<file path="config.mk">
export PLATFORM = sky130hd
export DESIGN_NAME = mage_stream_cfg_decoder
export DESIGN_NICKNAME = d
export VERILOG_FILES = /design/src/rtl/mage_stream_cfg_decoder.sv
export SDC_FILE = /design/constraint.sdc
export NUM_CORES = 1
export LEC_CHECK = 0
export CORE_ASPECT_RATIO = 1.5
export CORE_MARGIN = 3
export CORE_UTILIZATION = 54
export DETAILED_ROUTE_END_ITERATION = 12
export MAX_ROUTING_LAYER = met4
export PLACE_DENSITY = 0.9
export SYNTH_ARGS = -nofsm -noshare
export SYNTH_HDL_FRONTEND = slang
export SYNTH_SLANG_ARGS = --single-unit
export TNS_END_PERCENT = 100
</file>
<file path="constraint.sdc">
create_clock -name clk_i -period 21.8 [get_ports clk_i]
set_input_delay 4.36 -clock clk_i [delete_from_list [all_inputs] [get_ports clk_i]]
set_output_delay 4.36 -clock clk_i [all_outputs]
set_load 0.005 [all_outputs]
</file>
<file path="src/rtl/mage_stream_cfg_decoder.sv">
// rtl/mage_stream_cfg_decoder.sv - stream/AGE configuration decoder with shadow/active banks
//
// Accepts flat configuration words one at a time, checks each word for
// legality and writes legal words into a shadow bank indexed by AGE entry.
// A commit copies the whole shadow bank into the active bank once the
// accelerator is idle, so the accelerator never sees a partly updated
// configuration.
//
// Ports:
//   clk_i          - clock, all state changes on the rising edge
//   rst_i          - asynchronous active-high reset
//   cfg_valid_i    - a configuration word is offered
//   cfg_ready_o    - the block can accept a word (FSM idle)
//   cfg_age_i      - target entry index of the offered word
//   cfg_word_i     - flat configuration word
//   cfg_clear_i    - pulse: drop the valid bit of every shadow entry
//   cfg_commit_i   - pulse: request a shadow-to-active copy
//   acc_busy_i     - accelerator running, active bank must stay frozen
//   active_cfg_o   - active words, entry k at [k*NBIT_WORD +: NBIT_WORD]
//   active_valid_o - valid bit (bit 24) of each active entry
//   commit_done_o  - one-cycle pulse when a commit has been applied
//   err_o          - one-cycle pulse when a word is rejected
//   err_age_o      - entry index of the last rejected word
//   err_code_o     - cause of the last rejection
//
// Word layout (LSB first):
//   [3:0]   hwlp_rf_sel
//   [5:4]   n_banks (count - 1)
//   [8:6]   bank_start
//   [10:9]  block_size
//   [11]    lns
//   [14:12] iv_constraint_sel
//   [15]    is_acc_store
//   [23:16] iv_const
//   [24]    valid
//
// Rejection codes, first failing check wins:
//   01 iv_constraint_sel > 4
//   10 banks run past bank 7
//   11 accumulator store without lns

module mage_stream_cfg_decoder #(
  parameter int N_AGE     = 8,
  parameter int NBIT_WORD = 25
) (
  input  logic                       clk_i,
  input  logic                       rst_i,
  input  logic                       cfg_valid_i,
  output logic                       cfg_ready_o,
  input  logic [$clog2(N_AGE)-1:0]   cfg_age_i,
  input  logic [NBIT_WORD-1:0]       cfg_word_i,
  input  logic                       cfg_clear_i,
  input  logic                       cfg_commit_i,
  input  logic                       acc_busy_i,
  output logic [N_AGE*NBIT_WORD-1:0] active_cfg_o,
  output logic [N_AGE-1:0]           active_valid_o,
  output logic                       commit_done_o,
  output logic                       err_o,
  output logic [$clog2(N_AGE)-1:0]   err_age_o,
  output logic [1:0]                 err_code_o
);

  localparam int AW        = $clog2(N_AGE);
  localparam int VALID_BIT = 24;

  typedef enum logic [1:0] {
    ST_IDLE,
    ST_CHECK,
    ST_COMMIT_WAIT
  } state_t;

  state_t state;
  state_t state_nx;

  // Word captured on the handshake; evaluated during CHECK.
  logic [AW-1:0]        lat_age;
  logic [NBIT_WORD-1:0] lat_word;

  // Commit requested together with a word: serviced right after CHECK.
  logic pending;

  logic [NBIT_WORD-1:0] shadow [N_AGE];
  logic [NBIT_WORD-1:0] active [N_AGE];

  // Control strobes produced by the next-state logic.
  logic accept;
  logic clear_en;
  logic write_en;
  logic reject_en;
  logic commit_en;
  logic pend_set;
  logic pend_clr;

  // Field decode of the latched word, only the fields the checks need.
  logic [1:0] f_n_banks;
  logic [2:0] f_bank_start;
  logic       f_lns;
  logic [2:0] f_iv_sel;
  logic       f_acc_store;

  assign f_n_banks    = lat_word[5:4];
  assign f_bank_start = lat_word[8:6];
  assign f_lns        = lat_word[11];
  assign f_iv_sel     = lat_word[14:12];
  assign f_acc_store  = lat_word[15];

  // One past the last bank used; n_banks holds count-1, hence the +1.
  // Four bits are enough for 7 + 3 + 1, so nothing wraps.
  logic [3:0] bank_end;
  assign bank_end = {1'b0, f_bank_start} + {2'b00, f_n_banks} + 4'd1;

  logic [1:0] chk_code;

  always_comb begin
    chk_code = 2'b00;
    if (f_iv_sel > 3'd4) begin
      chk_code = 2'b01;
    end else if (bank_end > 4'd8) begin
      chk_code = 2'b10;
    end else if (f_acc_store && !f_lns) begin
      chk_code = 2'b11;
    end
  end

  // ---------------------------------------------------------------------
  // FSM
  // ---------------------------------------------------------------------
  always_ff @(posedge clk_i or posedge rst_i) begin
    if (rst_i) begin
      state <= ST_IDLE;
    end else begin
      state <= state_nx;
    end
  end

  always_comb begin
    state_nx  = state;
    accept    = 1'b0;
    clear_en  = 1'b0;
    write_en  = 1'b0;
    reject_en = 1'b0;
    commit_en = 1'b0;
    pend_set  = 1'b0;
    pend_clr  = 1'b0;

    case (state)
      ST_IDLE: begin
        // Clear lands at this edge; a word accepted in the same cycle is
        // written a cycle later from CHECK, so it survives the clear.
        clear_en = cfg_clear_i;
        if (cfg_valid_i) begin
          accept   = 1'b1;
          pend_set = cfg_commit_i;
          state_nx = ST_CHECK;
        end else if (cfg_commit_i) begin
          state_nx = ST_COMMIT_WAIT;
        end
      end

      ST_CHECK: begin
        if (chk_code == 2'b00) begin
          write_en = 1'b1;
        end else begin
          reject_en = 1'b1;
        end
        pend_clr = 1'b1;
        state_nx = pending ? ST_COMMIT_WAIT : ST_IDLE;
      end

      ST_COMMIT_WAIT: begin
        // Active bank stays frozen until the accelerator goes idle.
        if (!acc_busy_i) begin
          commit_en = 1'b1;
          state_nx  = ST_IDLE;
        end
      end

      default: begin
        state_nx = ST_IDLE;
      end
    endcase
  end

  assign cfg_ready_o = (state == ST_IDLE);

  // ---------------------------------------------------------------------
  // Handshake capture and pending commit
  // ---------------------------------------------------------------------
  always_ff @(posedge clk_i or posedge rst_i) begin
    if (rst_i) begin
      lat_age  <= '0;
      lat_word <= '0;
      pending  <= 1'b0;
    end else begin
      if (accept) begin
        lat_age  <= cfg_age_i;
        lat_word <= cfg_word_i;
      end
      if (pend_set) begin
        pending <= 1'b1;
      end else if (pend_clr) begin
        pending <= 1'b0;
      end
    end
  end

  // ---------------------------------------------------------------------
  // Shadow bank: clear (IDLE) and write (CHECK) never coincide
  // ---------------------------------------------------------------------
  always_ff @(posedge clk_i or posedge rst_i) begin
    if (rst_i) begin
      for (int k = 0; k < N_AGE; k++) begin
        shadow[k] <= '0;
      end
    end else if (clear_en) begin
      for (int k = 0; k < N_AGE; k++) begin
        shadow[k][VALID_BIT] <= 1'b0;
      end
    end else if (write_en) begin
      shadow[lat_age] <= lat_word;
    end
  end

  // ---------------------------------------------------------------------
  // Active bank: only ever changes on a commit edge
  // ---------------------------------------------------------------------
  always_ff @(posedge clk_i or posedge rst_i) begin
    if (rst_i) begin
      for (int k = 0; k < N_AGE; k++) begin
        active[k] <= '0;
      end
    end else if (commit_en) begin
      for (int k = 0; k < N_AGE; k++) begin
        active[k] <= shadow[k];
      end
    end
  end

  for (genvar k = 0; k < N_AGE; k++) begin : g_out
    assign active_cfg_o[k*NBIT_WORD +: NBIT_WORD] = active[k];
    assign active_valid_o[k]                      = active[k][VALID_BIT];
  end

  // ---------------------------------------------------------------------
  // Status pulses and sticky error detail
  // ---------------------------------------------------------------------
  always_ff @(posedge clk_i or posedge rst_i) begin
    if (rst_i) begin
      commit_done_o <= 1'b0;
      err_o         <= 1'b0;
      err_age_o     <= '0;
      err_code_o    <= 2'b00;
    end else begin
      commit_done_o <= commit_en;
      err_o         <= reject_en;
      if (reject_en) begin
        err_age_o  <= lat_age;
        err_code_o <= chk_code;
      end
    end
  end

endmodule

</file>
# == After elaboration in Yosys (flattened, before gate mapping) ==
# Cells that the tools add are included.
# totals
reg_bits,438
in_bits,34
out_inout_bits,216
word_cells,87
# classes
addsub,2
order_cmp,4
eq_ne,4
mux,34
n_bitwise,2
n_reduce_logical,9
# op_table
op,count
$bwmux W200,1
$mux W200,1
$demux W25 S3,1
$mux W25,1
$mux W1,22
$mux W2,7
$pmux W2 S3,1
$add A3 B2 Y4,1
$add A4 B1 Y4 const B,1
$ge A4 B4 Y1 const B,1
$gt A4 B4 Y1 const B,1
$logic_not A2 Y1,2
$lt A4 B1 Y1 const B,1
$not A3 Y4,1
$reduce_and A2 Y1,2
$reduce_bool A2 Y1,2
$gt A3 B3 Y1 const B,1
$ne A3 B2 Y1 const B,1
$eq A2 B1 Y1 const B,1
$eq A2 B2 Y1 const B,1
$logic_and A1 B1 Y1,2
$ne A2 B2 Y1 const B,1
$logic_not A1 Y1,1
$not A1 Y1,1

# == Longest topological paths before layout ==
# depth
word_depth,10
mapped_depth,10
mapped_depth_nobuf,8

# == Worst setup path before layout ==
# No wires, ideal clock.
# synth_path
path_type,input to register
from,in acc_busy_i
to,"reg active, in the netlist active_cfg_o[0]"
setup_ns,0.125
t_arrival_ns,5.455
t_required_ns,21.675
slack_ns,16.220
cell_stages,4
n_path_buf,2
cell_sequence,nor3b_1 clkbuf_1 buf_2 mux2_2
# synth_between
elab_chain_len,2
# synth_lines
item,line_no,text
start: declaration,54,"input logic acc_busy_i,"
$mux W1,172,if (!acc_busy_i) begin
$mux W1,146,case (state)
end signal: indexed assignment,234,active[k] <= shadow[k];
end: declaration,83,logic [NBIT_WORD-1:0] active [N_AGE];
# No other way between the ends.
# A chain may end at the register's enable or synchronous reset.

# == Worst setup path in the final report ==
# layout_path
from,in acc_busy_i
to,"reg active, in the netlist active_cfg_o[47]"
# Same word-level chain as after synthesis.

==> out/results.ini <==
[worst_setup_path]
crit_type = in -> reg
reg2reg_to = shadow[52]
crit_required_ns = 22.21
reg2regPathDepth = 9
endpoint_kind = register
r2r-start = lat_word[4]
r2r_slack_ns = 18.15
cp.arrival_ns = 7.09
worstPathMaxFanout = 78
startpoint_type = input port

[final_layout]
fillers = 1915
post-route-cell-area_mm2 = 0.02059
finalNonFillerCells = 1653
area_growth_pct = 24.31
layout-drive-gt1-share = 0.3930
finalNetCount = 1268

[logic_synthesis]
synth_fp_nets = 1028
yosysWarningCount = 0
yosys_register_bits = 438
synthCells = 991
syn_area_mm2 = 0.01656
yosysSeqAreaShare = 0.6617
ys_types = 36
syn_area_per_cell_um2 = 16.71

[cts]
postCtsSetupBuffers = 0
cts_root_buffer = clkbuf_16
ctsResizeCount = 0
clk_latency_ns = 0.53
clk_pin_slew_ns = 0.06
cts_tree = built
cts_made_buffers = 39
cts_max_path_buffers = 3
cts_sinks = 438
h-tree-depth = 2
ctsHoldBuffers = 0

[hold_path]
hp-class = reg -> reg
min-delay-start = shadow[0]
worstHoldEndpoint = shadow[0]
min_path_cells = 1

[global_routing]
grt_pass1_vias = 9986
grt_max_degree = 200
antenna_found_initial = 0
overflow = 0
track_usage = 0.2337
grt_pass1_wl_um = 57330

[timing]
fin_crit_sh = 0.3065
max-slew-margin-rel = 0.2821
fin_tns_setup_ns = 0
finClkSkew_ns = 0.01548
worst_pin_slew_ns = 1.076
rsz0062_at_grt = no
slew_viol_final = 0
setup_viol = 0
fmax_mhz = 149.6
final-hold-violation-count = 0
fin_crit_ns = 6.682

[place]
place_congestion = 0.7886
dpl_cell_area_mm2 = 0.01934
hpwl_um = 24110
placed_cells = 1585
port_buffers = 249

[power_and_ir_drop]
power_density_mw_per_mm2 = 144.2
ir_worst_vdd_mv = 0.08806
power_leakage_nw = 9.718

[route]
vias = 9106
first_pass_iters = 4
postRouteAntennaNets = 0
vias_per_cell = 5.509
first_iter_violations = 351
drc = 0
routedWlPerCell_um = 22.53
drt_wl_total_um = 37240

[job]
maxCapViolations = 0

[die]
rows = 77
die_x_um = 149
die_height_um = 220.5
initial_core_util = 0.5546
dieArea_mm2 = 0.03285
io_pins = 250
core-area_mm2 = 0.02987

[status]
status = finished, final reports clean

[stage by stage]
step	power, mW	hold WS (ns)	worst slack [ns]	util
2_1_floorplan	1.775	0.4522	5.238	-
3_3_place_gp	2.260	0.4623	14.59	0.6476
3_5_place_dp	2.315	0.4734	14.56	0.6476
4_1_cts	3.001	0.4878	15.12	0.6893
5_1_grt	3.124	0.5101	14.99	0.6893
6_report	2.970	0.4838	15.12	0.6894
[worst max-delay path, stage by stage]
cell and delay (ns):
clkdlybuf4s50_1 0.44, nor3b_2 0.16, buf_4 0.79, buf_4 0.84, mux2_2 0.42
[metal layers]
| layer | global-route usage | part of all wire |
|---|---|---|
| met1 | 0.2753 | 0.38 |
| met4 | 0.09221 | 0.041 |
| met2 | 0.3981 | 0.52 |
| met3 | 0.04589 | 0.051 |
| met5 | - | 0 |
[registers in the layout, summed over array words and instances, names as in the netlist]
signal / count
shadow: 200
commit_done_o: 1
lat_age: 3
err_code_o: 2
err_age_o: 3
err_o: 1
active_cfg_o: 200
lat_word: 25
pending: 1
state: 2
[power by group]
| part | leakage [nW] | internal [mW] | switching (mW) |
|---|---|---|---|
| clock network | 0.613 | 0.383 | 0.286 |
| registers | 5.85 | 1.14 | 0.276 |
| logic | 3.25 | 0.587 | 0.301 |
| total | 9.72 | 2.11 | 0.863 |
[worst max path at each step]
stage,startpoint,to,slack (ns),depth (start not counted)
after CTS,acc_busy_i,active_cfg_o[47],15.12,5
after detailed placement,acc_busy_i,active_cfg_o[47],14.56,5
after floorplan,rst_i,active_cfg_o[0],5.24,1
final,acc_busy_i,active_cfg_o[47],15.12,5
after global routing,acc_busy_i,active_cfg_o[50],14.99,5
after global placement,acc_busy_i,active_cfg_o[42],14.59,5
[final cells by class]
class,count,area (um^2),area share
Tap cell,395,494.2,0.02400
Inverter,4,22.52,0.001094
Clock inverter,8,71.32,0.003464
Antenna cell,1,2.502,0.0001215
Clock buffer,59,1174,0.05700
Timing Repair Buffer,260,2587,0.1257
Multi-Input combinational cell,488,5278,0.2563
Sequential cell,438,10960,0.5323
[kinds of logic (layout without fill, tap and decap cells)]
| logic type | count (synthesis) | in the layout | synth area share |
|---|---|---|---|
| buffers and inverters | 65 | 331 | 0.02092 |
| multiplexers | 429 | 429 | 0.2911 |
| flip-flops | 438 | 438 | 0.6617 |
| AO/OA/AOI/OAI | 13 | 13 | 0.005439 |
| adder cells (fa/ha/maj) | 3 | 3 | 0.002719 |
| other | 0 | 1 | 0 |
| AND/OR/NAND/NOR | 43 | 43 | 0.01813 |
[cells in the final DEF, fill, tap and decap left out, types with 3 or more instances in the layout]
| master | count |
|---|---|
| clkbuf_1 | 10 |
| nor3_4 | 3 |
| dfrtp_1 | 438 |
| mux2_1 | 7 |
| nor2_1 | 6 |
| clkinv_2 | 5 |
| nand2b_1 | 3 |
| a21oi_1 | 3 |
| nand3_2 | 3 |
| nand2_1 | 12 |
| o21ai_0 | 3 |
| clkbuf_16 | 41 |
| mux2i_1 | 8 |
| clkdlybuf4s50_1 | 249 |
| buf_4 | 10 |
| mux2_2 | 414 |
| clkbuf_8 | 8 |
| inv_1 | 3 |
[cell usage after synthesis (all sizes together)]
library cell	count	area [um^2]
a2bb2oi	1	8.760
nor4b	3	41.29
mux2	421	4741
a21oi	3	15.01
and2	1	6.260
dfrtp	438	10960
nor2	6	22.52
nand3b	1	7.510
mux2i	8	80.08
a221oi	1	8.760
inv	4	15.01
nor4	3	33.78
buf	48	282.8
clkbuf	13	48.80
o21a	1	7.510
o22a	1	8.760
nor2b	2	12.51
a22o	1	8.760
nand3	5	25.02
o211ai	1	7.510
nor3b	1	7.510
fa	1	20.02
nand2b	4	32.53
o21ai	3	15.01
nand4b	2	17.52
nand2	12	45.04
o211a	1	10.01
ha	2	25.02
nor3	3	48.80
(Power assumes the default switching activity.)
